File: config.mk
export PLATFORM = sky130hd
export DESIGN_NAME = uart_program_loader
export DESIGN_NICKNAME = d
export VERILOG_FILES = /design/src/rtl/uart_program_loader.sv
export SDC_FILE = /design/constraint.sdc
export NUM_CORES = 1
export LEC_CHECK = 0
export BUFFER_PORTS_ARGS = -buffer_cell sky130_fd_sc_hd__buf_2
export CAP_MARGIN = 40
export CELL_PAD_IN_SITES_DETAIL_PLACEMENT = 2
export CELL_PAD_IN_SITES_GLOBAL_PLACEMENT = 2
export CORE_MARGIN = 2
export CORE_UTILIZATION = 35
export CTS_BUF_LIST = sky130_fd_sc_hd__clkbuf_4 sky130_fd_sc_hd__clkbuf_8
export CTS_CLUSTER_DIAMETER = 60
export DETAILED_ROUTE_END_ITERATION = 12
export PLACE_DENSITY = 0.72
export SLEW_MARGIN = 20
export SYNTH_ARGS = -nofsm -noshare
export SYNTH_HDL_FRONTEND = slang
export SYNTH_SLANG_ARGS = --single-unit
File: constraint.sdc
create_clock -name clk -period 5.55 [get_ports clk]
set_input_delay 0.8325 -clock clk [delete_from_list [all_inputs] [get_ports clk]]
set_output_delay 0.8325 -clock clk [all_outputs]
set_load 0.01 [all_outputs]
File: src/rtl/uart_program_loader.sv
// rtl/uart_program_loader.sv - 8N1 UART receiver that packs bytes into program memory write words
// Four accepted bytes form one little-endian word, presented with its byte address on a one-cycle strobe.
module uart_program_loader #(
  parameter int CLKS_PER_BIT = 87,
  parameter int TIMEOUT_BITS = 32
) (
  input  logic        clk,
  input  logic        reset_n,
  input  logic        io_rx,
  output logic        data_valid,
  output logic [31:0] data_out,
  output logic [31:0] byte_address,
  output logic        frame_error
);

  localparam int CNT_W    = $clog2(CLKS_PER_BIT);
  localparam int TO_LIMIT = TIMEOUT_BITS * CLKS_PER_BIT;
  localparam int TO_W     = $clog2(TO_LIMIT + 1);

  localparam logic [CNT_W-1:0] CNT_HALF = CNT_W'((CLKS_PER_BIT - 1) / 2);
  localparam logic [CNT_W-1:0] CNT_LAST = CNT_W'(CLKS_PER_BIT - 1);
  localparam logic [TO_W-1:0]  TO_LAST  = TO_W'(TO_LIMIT - 1);

  typedef enum logic [2:0] {
    S_IDLE,
    S_START,
    S_DATA,
    S_STOP,
    S_WAIT_HIGH
  } state_t;

  logic             rx_meta_q, rx_s_q;

  state_t           state_q, state_d;
  logic [CNT_W-1:0] clk_cnt_q, clk_cnt_d;
  logic [2:0]       bit_idx_q, bit_idx_d;
  logic [7:0]       shift_q, shift_d;
  logic             byte_ok;
  logic             frame_error_q, frame_error_d;

  logic [TO_W-1:0]  idle_cnt_q, idle_cnt_d;
  logic             timeout;

  logic [1:0]       byte_cnt_q, byte_cnt_d;
  logic [31:0]      shadow_q, shadow_d, shadow_ins;
  logic [31:0]      data_out_q, data_out_d;
  logic             data_valid_q, data_valid_d;
  logic [31:0]      addr_q, addr_d;

  always_ff @(posedge clk or negedge reset_n) begin
    if (!reset_n) begin
      rx_meta_q <= 1'b1;
      rx_s_q    <= 1'b1;
    end else begin
      rx_meta_q <= io_rx;
      rx_s_q    <= rx_meta_q;
    end
  end

  always_ff @(posedge clk or negedge reset_n) begin
    if (!reset_n) begin
      state_q       <= S_IDLE;
      clk_cnt_q     <= '0;
      bit_idx_q     <= '0;
      shift_q       <= '0;
      frame_error_q <= 1'b0;
      idle_cnt_q    <= '0;
      byte_cnt_q    <= '0;
      shadow_q      <= '0;
      data_out_q    <= '0;
      data_valid_q  <= 1'b0;
      addr_q        <= '0;
    end else begin
      state_q       <= state_d;
      clk_cnt_q     <= clk_cnt_d;
      bit_idx_q     <= bit_idx_d;
      shift_q       <= shift_d;
      frame_error_q <= frame_error_d;
      idle_cnt_q    <= idle_cnt_d;
      byte_cnt_q    <= byte_cnt_d;
      shadow_q      <= shadow_d;
      data_out_q    <= data_out_d;
      data_valid_q  <= data_valid_d;
      addr_q        <= addr_d;
    end
  end

  // Receiver FSM; clk_cnt defaults to zero so every state change clears it.
  always_comb begin
    state_d       = state_q;
    clk_cnt_d     = '0;
    bit_idx_d     = bit_idx_q;
    shift_d       = shift_q;
    byte_ok       = 1'b0;
    frame_error_d = 1'b0;
    case (state_q)
      S_IDLE: begin
        if (!rx_s_q) state_d = S_START;
      end
      S_START: begin
        if (clk_cnt_q == CNT_HALF) begin
          if (!rx_s_q) begin
            state_d   = S_DATA;
            bit_idx_d = '0;
          end else begin
            state_d = S_IDLE;
          end
        end else begin
          clk_cnt_d = clk_cnt_q + 1'b1;
        end
      end
      S_DATA: begin
        if (clk_cnt_q == CNT_LAST) begin
          shift_d = {rx_s_q, shift_q[7:1]};
          if (bit_idx_q == 3'd7) state_d = S_STOP;
          else                   bit_idx_d = bit_idx_q + 1'b1;
        end else begin
          clk_cnt_d = clk_cnt_q + 1'b1;
        end
      end
      S_STOP: begin
        if (clk_cnt_q == CNT_LAST) begin
          if (rx_s_q) begin
            byte_ok = 1'b1;
            state_d = S_IDLE;
          end else begin
            frame_error_d = 1'b1;
            state_d       = S_WAIT_HIGH;
          end
        end else begin
          clk_cnt_d = clk_cnt_q + 1'b1;
        end
      end
      S_WAIT_HIGH: begin
        if (rx_s_q) state_d = S_IDLE;
      end
      default: state_d = S_IDLE;
    endcase
  end

  // Idle timeout fires even on the clock a start bit is seen, so that byte starts a fresh word.
  always_comb begin
    idle_cnt_d = '0;
    timeout    = 1'b0;
    if (state_q == S_IDLE && byte_cnt_q != 2'd0) begin
      if (idle_cnt_q == TO_LAST) timeout = 1'b1;
      else if (rx_s_q)           idle_cnt_d = idle_cnt_q + 1'b1;
    end
  end

  always_comb begin
    shadow_ins = shadow_q;
    shadow_ins[{byte_cnt_q, 3'b000} +: 8] = shift_q;

    byte_cnt_d   = byte_cnt_q;
    shadow_d     = shadow_q;
    data_out_d   = data_out_q;
    data_valid_d = 1'b0;
    addr_d       = data_valid_q ? addr_q + 32'd4 : addr_q;

    if (timeout) begin
      byte_cnt_d = '0;
      shadow_d   = '0;
    end else if (byte_ok) begin
      shadow_d = shadow_ins;
      if (byte_cnt_q == 2'd3) begin
        data_out_d   = shadow_ins;
        data_valid_d = 1'b1;
        byte_cnt_d   = '0;
      end else begin
        byte_cnt_d = byte_cnt_q + 1'b1;
      end
    end
  end

  assign data_valid   = data_valid_q;
  assign data_out     = data_out_q;
  assign byte_address = addr_q;
  assign frame_error  = frame_error_q;

endmodule

Word level (Yosys, flattened, before mapping)
Index checks and enable logic that the tools add are counted.
Word-level totals
  flip-flop bits (word level): 135
  input port bits: 3
  word-level logic and storage cells: 86
Cells by class
  add/subtract/negate cells: 6
  equal/unequal tests: 17
  shift operators: 2
  multiplexer cells: 37
  bitwise operators: 1
  reductions and logical operators: 10
Operators with widths (count)
  $mux W32: 2
  $mux W12: 3
  $mux W3: 11
  $add A32 B3 Y32 const B: 1
  $bwmux W32: 1
  $shift A8 B7 Y32 const A: 1
  $shiftx A8 B7 Y32: 1
  $ne A2 B2 Y1 const B: 8
  $pmux W3 S5: 1
  $mux W7: 2
  $pmux W7 S2: 1
  $add A12 B1 Y12 const B: 1
  $eq A12 B12 Y1 const B: 1
  $mux W1: 11
  $mux W2: 4
  $add A7 B1 Y7 const B: 1
  $eq A7 B6 Y1 const B: 1
  $eq A7 B7 Y1 const B: 1
  $neg A5 Y7: 1
  $eq A3 B2 Y1 const B: 2
  $eq A3 B3 Y1 const B: 2
  $pmux W3 S2: 1
  $reduce_and A6 Y1: 1
  $reduce_bool A2 Y1: 3
  11 further kinds: 11

Depth between registers and ports, before layout
  depth after elaboration: 5
  gate-level depth with buffers: 8
  depth with buffers taken out: 6

Worst setup path after synthesis
Ideal clock, no wire load.
  path type: register to register
  from: reg byte_cnt_q[0]
  to: reg shadow_q[0]
  setup time: 0.065 ns
  arrival: 2.160 ns
  required time: 5.485 ns
  setup slack: 3.325 ns
  stages on the path, launching flop included: 7
  cells stage by stage: dfrtp_1 > inv_1 > ha_1 > nor3_1 > and2_2 > clkdlybuf4s25_2 > a22o_1
On the way
  cells in the longest elaborated chain, start to end: 5
  elaborated cells between the ends (all ways): 10
  those cells by class: add/sub: 1; shift: 2; mux: 4; reduce/logical: 3
Ends and longest elaborated chain
  from (decl): RTL line 44  | logic [1:0] byte_cnt_q, byte_cnt_d;
  from (signal assigned): RTL line 80  | byte_cnt_q <= byte_cnt_d;
  $neg A5 Y7: RTL line 153  | shadow_ins[{byte_cnt_q, 3'b000} +: 8] = shift_q;
  $shiftx A8 B7 Y32 / $shift A8 B7 Y32 (equally long branches): RTL line 153
  $bwmux W32: RTL line 153
  $mux W32: RTL line 164  | end else if (byte_ok) begin
  $mux W32: RTL line 161  | if (timeout) begin
  to (signal assigned): RTL line 81  | shadow_q <= shadow_d;
  to (decl): RTL line 45  | logic [31:0] shadow_q, shadow_d, shadow_ins;
Parallel ways exist; a longest one is shown, timed or not. The select of a mux whose other input is x is not followed.
A chain may end at the register's enable or synchronous reset.

Final worst setup path
  from: reg clk_cnt_q[0]
  to: reg shadow_q[18]
On the way
  cells in the longest elaborated chain, start to end: 4
Ends and longest elaborated chain
  from (decl): RTL line 35  | logic [CNT_W-1:0] clk_cnt_q, clk_cnt_d;
  from (signal assigned): RTL line 75  | clk_cnt_q <= clk_cnt_d;
  $eq A7 B7 Y1: RTL line 122  | if (clk_cnt_q == CNT_LAST) begin
  $mux W1: RTL line 122
  $mux W1: RTL line 96  | case (state_q)
  $reduce_bool A2 Y1 (no source line)
Every way passes these cells.

==> out/results.tsv <==
metric	value	unit
p_total	1960	uW
antenna_found_initial	0	
vias_per_cell	5.27	
required	5.88	ns
drt_pass1_iterations	4	
grt_pass1_vias	4854	
fmax	400	MHz
die-area	18500	um^2
clk_latency	0.45	ns
grt_usage	18.1	%
yosysWarnings	0	
ys_ff_latch	133	
max_slew.worst_pin.slew	0.839	ns
timing.rr.end	shadow_q[18]	
layout.nets	622	
cp_max_fo	8	
rows	48	
critPathCaptureType	flop	
first_iter_violations	160	
final_cell_mix	dfrtp_1 (131), buf_2 (67), nor2_1 (60)	
hp-start	rx_meta_q	
min_path_type	reg -> reg	
start_kind	flop	
power_density	278	nW/um^2
rsz0062_at_grt	false	
fin_crit	2.50	ns
yosysSeqAreaShare	54.5	%
cp.arrival	2.83	ns
synth_top_family_by_area	simple AND/OR/NAND/NOR gates	
min_to	rx_s_q	
finalSetupTns	0	ns
core	17200	um^2
gp_congestion	0.773	
diodes	0	
syn_area_per_cell	11.3	um^2
drcViolationCount	0	
wl_per_cell	18.7	um
hold_violations	0	
maxSlewHeadroom	43.6	%
holdPathStages	0	
post-place-cells	811	
cap_violations	0	
synth.distinct_cells	55	
critPathBufInv	1	
finalMaxSlewViolations	0	
critPathSlowestCell	or4_4	
die_h	136	um
ctsResizeCount	0	
cpPeakStageDelay	0.78	ns
stdcell_count	844	
synth_xor_area_share	6.31	%
peakVddDrop	0.144	mV
numPortBuffers	66	
reg2reg_slack	3.05	ns
status	finished clean	
placedInstanceArea	6570	um^2
cts-buffers-inserted	17	
regToRegStartpoint	clk_cnt_q[0]	
setup_viol	0	
cts_buffer_depth	2	
leakagePower	0.00335	uW
cts-root-buf	clkbuf_8	
rr_worst_depth	6	
initial_core_util	35.6	%
layout_commonest_cell	dfrtp_1	
fin_area	7040	um^2
overflow	0	
cts_sinks	133	
grt_max_degree	53	
fill_cells	1811	
dp_hpwl	10.8	mm
final_antenna_net_count	0	
path_clk_slew	0.07	ns
wl	15.8	mm
syn_area	6110	um^2
synthCells	541	
area_delta_synth_final	15.2	%
vias	4444	
criticalPathCategory	reg -> reg	
synthFlopType	dfrtp_1	
fin_skew	0.0146	ns
drive_gt1_share	22.8	%
critical-path-top-delay-family	simple AND/OR/NAND/NOR gates	
synth_mux_area_share	3.62	%
finalCritPeriodShare	45.0	%
ctsHoldBuffers	0	
yosys.area_share.adder	2.46	%
cts_setup_buffers	0	
synth-compound-area-share	12.2	%
grt_pass1_wl	26.0	mm
num_io_pins	69	
die_w	136	um
worstPathCellList	inv_1 > ha_1 > nand4bb_1 > or4_4 > mux2i_4 > a22o_2	
ys_async_sr_fraction	100	%
cts_tree	built	
h-tree-depth	4	
synth-simple-area-share	16.7	%
fin_util	41.0	%
synth_edf_count	0	
-- cell type report --
class                      count  area [um^2]  share of cell area, %
inverter                      11         41.3                  0.586
timing repair buffer          75          395                   5.62
tap                          225          282                   4.00
clock buffer                  19          262                   3.71
clock inverter                12          201                   2.86
multi-input combinational    369         2530                   35.9
sequential                   133         3330                   47.3
-- cell families after synthesis --
family                   Yosys count
AO/OA/AOI/OAI                    109
adder cells (fa/ha/maj)           12
flip-flops                       133
buffers and inverters             40
other                              1
multiplexers                      16
AND/OR/NAND/NOR                  186
XOR/XNOR                          44
-- registers in the layout, summed over array words and instances, names as in the netlist --
register and count:
data_valid 1, bit_idx_q 3, shadow_q 32, clk_cnt_q 7, shift_q 8, idle_cnt_q 12, state_q 3, byte_address 30
data_out 32, frame_error 1, rx_meta_q 1, rx_s_q 1, byte_cnt_q 2
-- synthesized netlist by cell type, types with 9 or more instances --
library cell	n	area share, %
dfrtp_1	131	54
nor2_1	60	3.7
a21oi_1	41	3.4
a22o_1	27	3.9
nor2b_1	25	2.6
xnor2_1	24	3.4
nand2_1	20	1.2
xor2_1	20	2.9
nand4_1	18	1.8
a31oi_1	17	1.7
nand3_1	17	1.4
clkbuf_1	12	0.74
ha_1	12	2.5
inv_1	11	0.68
mux2_2	9	1.7
-- power by group --
group | total [uW] | switching, uW | internal (uW)
registers | 979 | 6.28 | 973
logic | 33.6 | 26.5 | 7.13
clock network | 942 | 386 | 556
total | 1960 | 419 | 1540
-- worst reg2reg max path, delay by kind of cell, from the launching register on --
family | cells | cell delay (ns)
adder cells (fa/ha/maj) | 1 | 0.16
multiplexers | 1 | 0.29
AO/OA/AOI/OAI | 1 | 0.32
buffers and inverters | 1 | 0.07
AND/OR/NAND/NOR | 2 | 1.15
flip-flops | 1 | 0.41
-- how the worst max path moves through the flow --
stage,endpoint,cells past startpoint,start
floorplan,shadow_q[0],6,byte_cnt_q[0]
finish,shadow_q[18],6,clk_cnt_q[0]
global placement,shadow_q[3],6,byte_cnt_q[0]
detailed placement,shadow_q[7],6,byte_cnt_q[0]
global route,shadow_q[23],6,clk_cnt_q[0]
CTS,shadow_q[1],6,byte_cnt_q[0]
-- through the flow --
step	setup WS (ns)	hold slack, ns
floorplan	3.33	0.345
CTS	2.83	0.359
finish	3.05	0.357
detailed placement	2.91	0.347
global placement	3.09	0.346
global route	2.88	0.364
-- per-layer routing --
metal / up-vias / track usage (%) / share of wire (%)
met2: 60 / 31.3 / 53
met1: 2316 / 22.3 / 43
met4: 0 / 5.79 / 1.3
met3: 13 / 4.21 / 3.2
li1: 2055 / - / -
met5: - / 0 / 0
No activity file was read; power rests on OpenSTA's default activity.
